**src/rtl/flappy_game_ctrl.sv**
```systemverilog
// rtl/flappy_game_ctrl.sv - flappy-bird game sequencer: state machine, bird physics, pipe scroll, score, blink.
// Optional: define FLAPPY_SCORE_SAT_EN to saturate Score at 8'hFF instead of wrapping.
module flappy_game_ctrl #(
  parameter logic [3:0] BIRD_X    = 4'd12,
  parameter int         GAP_SIZE  = 4,
  parameter int         GRAV_DIV  = 2,
  parameter int         PIPE_DIV  = 3,
  parameter int         BLINK_DIV = 4,
  parameter logic [3:0] FLAP_UP   = 4'd2,
  parameter logic [7:0] LFSR_SEED = 8'hA5
) (
  input  logic       clk,
  input  logic       reset_n,
  input  logic       tick,
  input  logic       flap,
  output logic [3:0] BirdY,
  output logic [3:0] PipeX,
  output logic [3:0] GapY,
  output logic [1:0] GameState,
  output logic       BlinkOn,
  output logic [7:0] Score
);

  typedef enum logic [1:0] {
    S_IDLE = 2'b00,
    S_PLAY = 2'b01,
    S_BAD  = 2'b10,
    S_OVER = 2'b11
  } state_t;

  state_t     state;
  logic [7:0] lfsr;
  logic       flap_q;
  logic       flap_pend;
  logic [7:0] grav_cnt;
  logic [7:0] pipe_cnt;
  logic [7:0] blink_cnt;

  logic       flap_edge;
  logic       flap_now;
  logic [3:0] pick;
  logic [3:0] bird_n;
  logic [3:0] pipe_n;
  logic [3:0] gap_n;
  logic [7:0] grav_n;
  logic [7:0] pcnt_n;
  logic [7:0] score_inc;
  logic       ground;
  logic       passed;
  logic       hit;

  assign GameState = state;
  assign flap_edge = flap & ~flap_q;
  assign flap_now  = flap_pend | flap_edge;
  assign pick      = (lfsr[3:0] > 4'd12) ? (lfsr[3:0] - 4'd8) : lfsr[3:0];

`ifdef FLAPPY_SCORE_SAT_EN
  assign score_inc = (Score == 8'hFF) ? 8'hFF : Score + 8'd1;
`else
  assign score_inc = Score + 8'd1;
`endif

  // Post-tick candidate values for PLAY; collision is judged on these.
  always_comb begin
    bird_n = BirdY;
    grav_n = grav_cnt;
    ground = 1'b0;
    if (flap_now) begin
      bird_n = (BirdY < FLAP_UP) ? 4'd0 : BirdY - FLAP_UP;
      grav_n = 8'd0;
    end else if (grav_cnt == 8'(GRAV_DIV - 1)) begin
      grav_n = 8'd0;
      ground = (BirdY >= 4'd14);
      bird_n = (BirdY == 4'd15) ? 4'd15 : BirdY + 4'd1;
    end else begin
      grav_n = grav_cnt + 8'd1;
    end

    pipe_n = PipeX;
    pcnt_n = pipe_cnt + 8'd1;
    gap_n  = GapY;
    passed = 1'b0;
    if (pipe_cnt == 8'(PIPE_DIV - 1)) begin
      pcnt_n = 8'd0;
      pipe_n = PipeX + 4'd1;
      if (PipeX == 4'd15) gap_n = pick;
      if (PipeX == BIRD_X) passed = 1'b1;
    end

    hit = ground ||
          ((pipe_n == BIRD_X) &&
           (({1'b0, bird_n} < {1'b0, gap_n}) ||
            ({1'b0, bird_n} >= ({1'b0, gap_n} + 5'(GAP_SIZE)))));
  end

  always_ff @(posedge clk or negedge reset_n) begin
    if (!reset_n) begin
      state     <= S_IDLE;
      BirdY     <= 4'd8;
      PipeX     <= 4'd0;
      GapY      <= 4'd6;
      BlinkOn   <= 1'b0;
      Score     <= 8'd0;
      lfsr      <= LFSR_SEED;
      flap_q    <= 1'b0;
      flap_pend <= 1'b0;
      grav_cnt  <= 8'd0;
      pipe_cnt  <= 8'd0;
      blink_cnt <= 8'd0;
    end else begin
      lfsr   <= {lfsr[6:0], lfsr[7] ^ lfsr[5] ^ lfsr[4] ^ lfsr[3]};
      flap_q <= flap;
      case (state)
        S_IDLE: begin
          if (flap_edge) begin
            state     <= S_PLAY;
            BirdY     <= 4'd8;
            PipeX     <= 4'd0;
            GapY      <= pick;
            Score     <= 8'd0;
            flap_pend <= 1'b0;
            grav_cnt  <= 8'd0;
            pipe_cnt  <= 8'd0;
            blink_cnt <= 8'd0;
          end
        end
        S_PLAY: begin
          if (tick) begin
            flap_pend <= 1'b0;
            PipeX     <= pipe_n;
            GapY      <= gap_n;
            grav_cnt  <= grav_n;
            pipe_cnt  <= pcnt_n;
            if (hit) begin
              state     <= S_OVER;
              BirdY     <= 4'd15;
              BlinkOn   <= 1'b1;
              blink_cnt <= 8'd0;
            end else begin
              BirdY <= bird_n;
              if (passed) Score <= score_inc;
            end
          end else if (flap_edge) begin
            flap_pend <= 1'b1;
          end
        end
        S_OVER: begin
          if (flap_edge) begin
            state     <= S_IDLE;
            BirdY     <= 4'd8;
            PipeX     <= 4'd0;
            GapY      <= 4'd6;
            BlinkOn   <= 1'b0;
            grav_cnt  <= 8'd0;
            pipe_cnt  <= 8'd0;
            blink_cnt <= 8'd0;
          end else if (tick) begin
            if (blink_cnt == 8'(BLINK_DIV - 1)) begin
              blink_cnt <= 8'd0;
              BlinkOn   <= ~BlinkOn;
            end else begin
              blink_cnt <= blink_cnt + 8'd1;
            end
          end
        end
        default: begin
          // Unused encoding: fall back to a clean IDLE.
          state     <= S_IDLE;
          BirdY     <= 4'd8;
          PipeX     <= 4'd0;
          GapY      <= 4'd6;
          BlinkOn   <= 1'b0;
          flap_pend <= 1'b0;
          grav_cnt  <= 8'd0;
          pipe_cnt  <= 8'd0;
          blink_cnt <= 8'd0;
        end
      endcase
    end
  end

endmodule

```
**config.mk**
```make
export PLATFORM = sky130hd
export DESIGN_NAME = flappy_game_ctrl
export DESIGN_NICKNAME = d
export VERILOG_FILES = /design/src/rtl/flappy_game_ctrl.sv
export SDC_FILE = /design/constraint.sdc
export NUM_CORES = 1
export LEC_CHECK = 0
export CAP_MARGIN = 20
export CORE_UTILIZATION = 30
export CTS_CLUSTER_SIZE = 24
export DETAILED_ROUTE_END_ITERATION = 10
export GPL_ROUTABILITY_DRIVEN = 0
export PLACE_DENSITY_LB_ADDON = 0.05
export SLEW_MARGIN = 20
export SYNTH_ARGS = -nofsm -noshare
export SYNTH_HDL_FRONTEND = slang
export SYNTH_SLANG_ARGS = --single-unit
```
**constraint.sdc**
```tcl
create_clock -name clk -period 5.1 [get_ports clk]
set_input_delay 0.765 -clock clk [delete_from_list [all_inputs] [get_ports clk]]
set_output_delay 0.765 -clock clk [all_outputs]
set_load 0.03 [all_outputs]
```
==> flow_summary_export.csv, run 1 <==
group,metric,value,unit
run_status,status,"finished clean",
worst_setup_path,critical-path-top-delay-family,"compound AO/OA/AOI/OAI gates",
final_layout,final_common_cell,"dfrtp_1",
global_route,grt_overflow,0,
worst_setup_path,startpoint_type,"primary input",
power_and_ir_drop,p_leak,1.83,nW
sta,skew,7.91,ps
placed_design,numPortBuffers,26,
power_and_ir_drop,clkPwrFrac,23.5,%
clock_tree,postCtsSetupBuffers,0,
synth,yosysTopAreaCell,"dfrtp_1",
sta,setup_violations,0,
sta,report.final.slew_viol_count,0,
final_layout,fin_area,4180,um^2
hold_path,hold-path-cell-count,0,
final_layout,syn_to_final_growth,19.1,%
detailed_routing,post_drt_via_cell_ratio,5.08,
placed_design,hpwl,6000,um
clock_tree,cts_root_buffer,"clkbuf_16",
sta,slew_headroom,42.6,%
sta,rsz0062_at_grt,"false",
die,io_pins,27,
sta,tns,0,ps
clock_tree,clkTransAtPathRegs,50,ps
synth,syn_area,3510,um^2
clock_tree,cts.sinks,57,
worst_setup_path,r2r_cells,15,
power_and_ir_drop,switching_share,43.4,%
power_and_ir_drop,total_power,2.31,mW
placed_design,place_ws,552,ps
detailed_routing,drc,0,
final_layout,drive_above_1_share,7.91,%
clock_tree,ctsHoldBuffers,0,
final_layout,final_cell_mix,"50 x dfrtp_1, 49 x nand2_1, 36 x nor2_1, 29 x a21oi_1, 28 x o21ai_0",
sta,hold_violations,0,
power_and_ir_drop,p_comb_share,47.4,%
synth,synth_seq_cells,57,
worst_setup_path,r2r-end,"blink_cnt[0]",
die,die_h,110,um
clock_tree,htreeDepth,3,
run,drv_cap,0,
hold_path,hold_path.class,"flip-flop to flip-flop",
synth,synth-seq-area-share,40.9,%
placed_design,placedCellCount,557,
detailed_routing,post_drt_wl_per_cell,14.9,um
synth,synth_top_area_share,35.7,%
power_and_ir_drop,power.density,552,nW/um^2
sta,layout_setup_ws,925,ps
sta,holdWs,348,ps
global_route,antenna_found_initial,0,
worst_setup_path,worstPathMaxFanout,9,
global_route,grt_max_degree,58,
clock_tree,numCtsBuffers,9,
sta,max_freq,0.240,GHz
die,core_area,11400,um^2
sta,tightest_slew,861,ps
worst_setup_path,critPathMaxStageDelay,500,ps
detailed_routing,drt_iter0_markers,158,
die,initial_core_util,30.7,%
worst_setup_path,cp_cell_sequence,"clkdlybuf4s50_1 -> nor2b_1 -> nor2_1 -> o21ai_0 -> mux2i_1 -> o2bb2ai_1 -> ha_1 -> nor3_1 -> or3_1 -> o2bb2ai_1 -> o211a_1 -> o21a_1 -> nor2_1 -> mux2_2",
die,num_rows,39,
placed_design,dpl_cell_area,3910,um^2
die,die_x,110,um
power_and_ir_drop,worst_ir_drop_vdd,260,uV
final_layout,num_antenna_cells,0,
power_and_ir_drop,switchingPower,1.00,mW
global_route,grt_pass1_vias,2751,
synth,synthArstFlopShare,100,%
worst_setup_path,worst-setup-path-type,"primary input to flip-flop",
global_route,grt_pass1_wl,14200,um
die,dieArea,12100,um^2
detailed_routing,dr.pass1.iters,4,
clock_tree,cts_resized,0,
final_layout,final-instance-count-excl-fill,573,
global_route,grt_use_total,15.7,%
worst_setup_path,cp_num_buf_inv,1,
synth,ys_warn_count,0,
final_layout,final_nets,451,
worst_setup_path,rrSetupSlack,1050,ps
worst_setup_path,crit_slowest_cell,"clkdlybuf4s50_1",
clock_tree,clk_latency,330,ps
worst_setup_path,endpoint_kind,"flip-flop",
worst_setup_path,worstPathArrival,4390,ps
final_layout,final_util,36.6,%
synth,syn_avg_cell_area,8.81,um^2
sta,fin_crit_sh,81.9,%
detailed_routing,vias,2909,
synth,yosys-top-cells-area,"dfrtp_1 36%, ha_1 7.8%, dfstp_2 5.2%, nand2_1 5.2%, a21oi_1 4.1%",
synth,syn_nets,424,
sta,layout_min_cycle_time,4170,ps
hold_path,min_from,"lfsr[6]",
worst_setup_path,r2r_start,"pipe_cnt[4]",
power_and_ir_drop,seqPwrFrac,29.1,%
detailed_routing,wirelength,8560,um
clock_tree,cts_tree,"yes",
synth,ys.flop_type,"dfrtp_1",
power_and_ir_drop,cell_internal_pwr,1.31,mW
synth,synth_cell_types,56,
detailed_routing,ant_nets,0,
synth,syn_inst,398,
worst_setup_path,critPathRequiredTime,5310,ps
synth,synth_edf_count,0,
hold_path,worstHoldEndpoint,"lfsr[7]",
clock_tree,clock_path_buffers,2,
Yosys cell counts, types with 3 or more instances:
master / number
and2_1: 4
nor3_1: 11
ha_1: 22
nand2_1: 49
nor2_1: 36
o22ai_1: 5
a221o_1: 3
clkbuf_1: 12
a22o_1: 6
nand2b_1: 3
a21oi_1: 29
o21ai_0: 28
o21ai_1: 8
nand3_1: 8
a31oi_1: 3
xor2_1: 5
dfrtp_1: 50
inv_1: 20
dfstp_2: 7
mux2i_1: 7
or3_1: 4
and3_1: 13
o2bb2ai_1: 3
nor2b_1: 6
nand4_1: 8
mux2_2: 4
nor4_1: 3
o211ai_1: 6
per-layer routing:
| metal | up-vias | routed length, um | global-route usage, % |
|---|---|---|---|
| met5 | - | 0 | 0 |
| met4 | 0 | 185 | 6.86 |
| met3 | 13 | 191 | 3.70 |
| met2 | 30 | 3890 | 23.7 |
| met1 | 1372 | 4290 | 21.3 |
| li1 | 1494 | - | - |
power groups by stage:
stage               registers (mW)  logic (mW)  clock network [mW]
floorplan                    0.750       0.670                   0
global placement             0.682        1.10                   0
finish                       0.672        1.09               0.543
detailed placement           0.681        1.10                   0
CTS                          0.674        1.10               0.562
global route                 0.692        1.23               0.580
kinds of logic (layout without fill, tap and decap cells):
| group | after synthesis | in the layout | synth area share (%) |
|---|---|---|---|
| DFF | 57 | 57 | 40.9 |
| muxes | 12 | 12 | 3.60 |
| xor gates and xnor gates | 7 | 7 | 1.75 |
| buffers and inverters | 35 | 67 | 4.07 |
| adders and majority gates | 22 | 22 | 7.85 |
| and+or+nand+nor | 154 | 154 | 21.6 |
| AOI/OAI and AO/OA | 111 | 111 | 20.2 |
registers in the layout (all words and copies together), names as in the netlist, 2 cells and up:
register   cells
Score          8
blink_cnt      8
grav_cnt       8
lfsr           8
pipe_cnt       8
BirdY          4
GapY           4
PipeX          4
GameState      2
final cells by class:
| type | instances | area, um^2 |
|---|---|---|
| Fill cell | 1183 | 7240 |
| Sequential cell | 57 | 1440 |
| Timing Repair Buffer | 31 | 293 |
| Inverter | 20 | 75.1 |
| Tap cell | 143 | 179 |
| Clock buffer | 16 | 262 |
| Multi-Input combinational cell | 306 | 1930 |
worst max-delay path by stage:
stage	cells after the start	to	start
after floorplan	16	Score[5]	pipe_cnt[5]
after global placement	14	blink_cnt[0]	flap
after detailed placement	14	blink_cnt[0]	flap
after CTS	14	blink_cnt[0]	flap
after global routing	14	blink_cnt[0]	flap
final	14	blink_cnt[0]	flap
No activity file was read; power rests on OpenSTA's default activity.
==> run 2, diff against run 1 <==
Clock period 5.1 ns to 4 ns, I/O delays scaled along.
==> run 2 against run 1 <==
Against the previous run: final cell count up 2.1%; sequential power up 27%; worst hold slack worse by 35 ps; total power up 36%; final area up 3.9%; setup slack worse by 760 ps; first-iteration DRC count up 27%; sequential share of layout area down 1.3 points; critical path type is now flip-flop to flip-flop; critical endpoint is now Score[3]; largest cell class unchanged; highest routed layer unchanged.
==> flow_summary_export.csv, run 2 (synthesis results as in run 1) <==
group,metric,value,unit
power_and_ir_drop,power.density,721,nW/um^2
detailed_routing,ant_nets,0,
sta,slew_headroom,49.7,%
worst_setup_path,worstPathMaxFanout,12,
clock_tree,cts_tree,"yes",
final_layout,syn_to_final_growth,23.7,%
final_layout,final_cell_mix,"50 x dfrtp_1, 49 x nand2_1, 35 x nor2_1, 29 x a21oi_1, 28 x o21ai_0",
detailed_routing,post_drt_wl_per_cell,15.1,um
clock_tree,cts_root_buffer,"clkbuf_16",
worst_setup_path,worst-setup-path-type,"flip-flop to flip-flop",
detailed_routing,drc,0,
detailed_routing,wirelength,8860,um
power_and_ir_drop,worst_ir_drop_vdd,305,uV
sta,holdWs,314,ps
final_layout,multiInputGateArea,1950,um^2
placed_design,placedCellCount,567,
final_layout,drive_above_1_share,12.7,%
detailed_routing,dr.pass1.iters,4,
worst_setup_path,crit_slowest_cell,"dfrtp_1",
sta,tns,0,ps
final_layout,final_common_cell,"dfrtp_1",
final_layout,final-instance-count-excl-fill,585,
final_layout,final_util,38.0,%
global_route,grt_max_degree,30,
run_status,status,"finished clean",
die,num_rows,39,
clock_tree,numCtsBuffers,9,
final_layout,seqCellArea,1440,um^2
sta,hold_violations,0,
detailed_routing,drt_iter0_markers,200,
placed_design,hpwl,6270,um
sta,max_freq,0.261,GHz
power_and_ir_drop,p_leak,1.92,nW
sta,fin_crit_sh,96.0,%
worst_setup_path,critPathRequiredTime,4210,ps
final_layout,final_nets,463,
worst_setup_path,cp_cell_sequence,"nor4_4 -> and3_4 -> nand4_1 -> buf_6 -> a21o_1 -> ha_1 -> inv_1 -> ha_2 -> nor2_1 -> or3_1 -> o2bb2ai_2 -> o211a_1 -> nor3_2 -> buf_4 -> and3_1 -> a221o_1",
worst_setup_path,critical-path-top-delay-family,"simple AND/OR/NAND/NOR gates",
clock_tree,clkTransAtPathRegs,50,ps
worst_setup_path,critPathMaxStageDelay,420,ps
hold_path,hold_path.class,"primary input to asynchronous set/reset pin",
global_route,grt_use_total,16.3,%
clock_tree,ctsHoldBuffers,0,
die,die_h,110,um
clock_tree,clk_latency,330,ps
run,drv_cap,0,
clock_tree,clock_path_buffers,2,
sta,tightest_slew,751,ps
global_route,antenna_found_initial,0,
die,initial_core_util,30.7,%
final_layout,num_antenna_cells,0,
die,io_pins,27,
sta,layout_min_cycle_time,3840,ps
worst_setup_path,endpoint_kind,"flip-flop",
worst_setup_path,worstPathArrival,4050,ps
global_route,grt_overflow,0,
sta,rsz0062_at_grt,"false",
clock_tree,htreeDepth,3,
sta,skew,7.43,ps
detailed_routing,post_drt_via_cell_ratio,5.11,
die,die_x,110,um
global_route,grt_pass1_vias,2900,
power_and_ir_drop,total_power,3.13,mW
worst_setup_path,cp_num_buf_inv,3,
die,dieArea,12100,um^2
die,core_area,11400,um^2
global_route,grt_pass1_wl,14800,um
sta,setup_violations,0,
placed_design,numPortBuffers,26,
sta,report.final.slew_viol_count,0,
worst_setup_path,startpoint_type,"flip-flop",
final_layout,num-fill-cells,1200,
detailed_routing,vias,2988,
clock_tree,cts.sinks,57,
## run 2: worst paths after layout
check	startpoint	to	slack, ps	depth (start not counted)
max	pipe_cnt[5]	Score[3]	160	16
min	reset_n	flap_pend	310	1
max reg2reg	pipe_cnt[5]	Score[3]	160	16
min reg2reg	lfsr[6]	lfsr[7]	350	0
max in group asynchronous	reset_n	GameState[1]	2830	2
min in group clk	lfsr[6]	lfsr[7]	350	0
## run 2: power by group
group,switching [mW],internal (mW)
sequential,0.153,0.698
combinational,0.889,0.597
clock,0.259,0.532
## run 2: per-layer routing
| layer | up-vias | global-route usage [%] | routed length, um |
|---|---|---|---|
| li1 | 1517 | - | - |
| met1 | 1437 | 21.8 | 4480 |
| met2 | 24 | 25.3 | 4060 |
| met3 | 10 | 4.35 | 203 |
| met4 | 0 | 5.45 | 119 |
| met5 | - | 0 | 0 |
## run 2: timing repair
action | 4_1_cts | 5_1_grt
resized for setup | 0 | 9
endpoints found under the hold margin | 0 | 0
buffers inserted | 0 | 2
setup endpoints to repair | 0 | 14
## run 2: worst reg2reg max path: cells and delay by family, from the launching register on
family,cells,cell delay (ps)
AO/OA/AOI/OAI,4,850
AND/OR/NAND/NOR,7,1430
flip-flops,1,420
adder cells (fa/ha/maj),2,570
buffers and inverters,3,470
## run 2: cell type report
cell class | count | share of cell area [%]
Clock buffer | 14 | 6.32
Clock inverter | 2 | 0.808
Inverter | 20 | 1.73
Multi-Input combinational cell | 306 | 45.0
Sequential cell | 57 | 33.1
Tap cell | 143 | 4.12
Timing Repair Buffer | 43 | 8.91
## run 2: stage by stage
step           setup slack (ps)  cell area (um^2)
2_1_floorplan               364              3510
3_3_place_gp               79.9              3990
3_5_place_dp              -42.1              3990
4_1_cts                    74.6              4300
5_1_grt                    15.0              4340
6_report                    162              4340
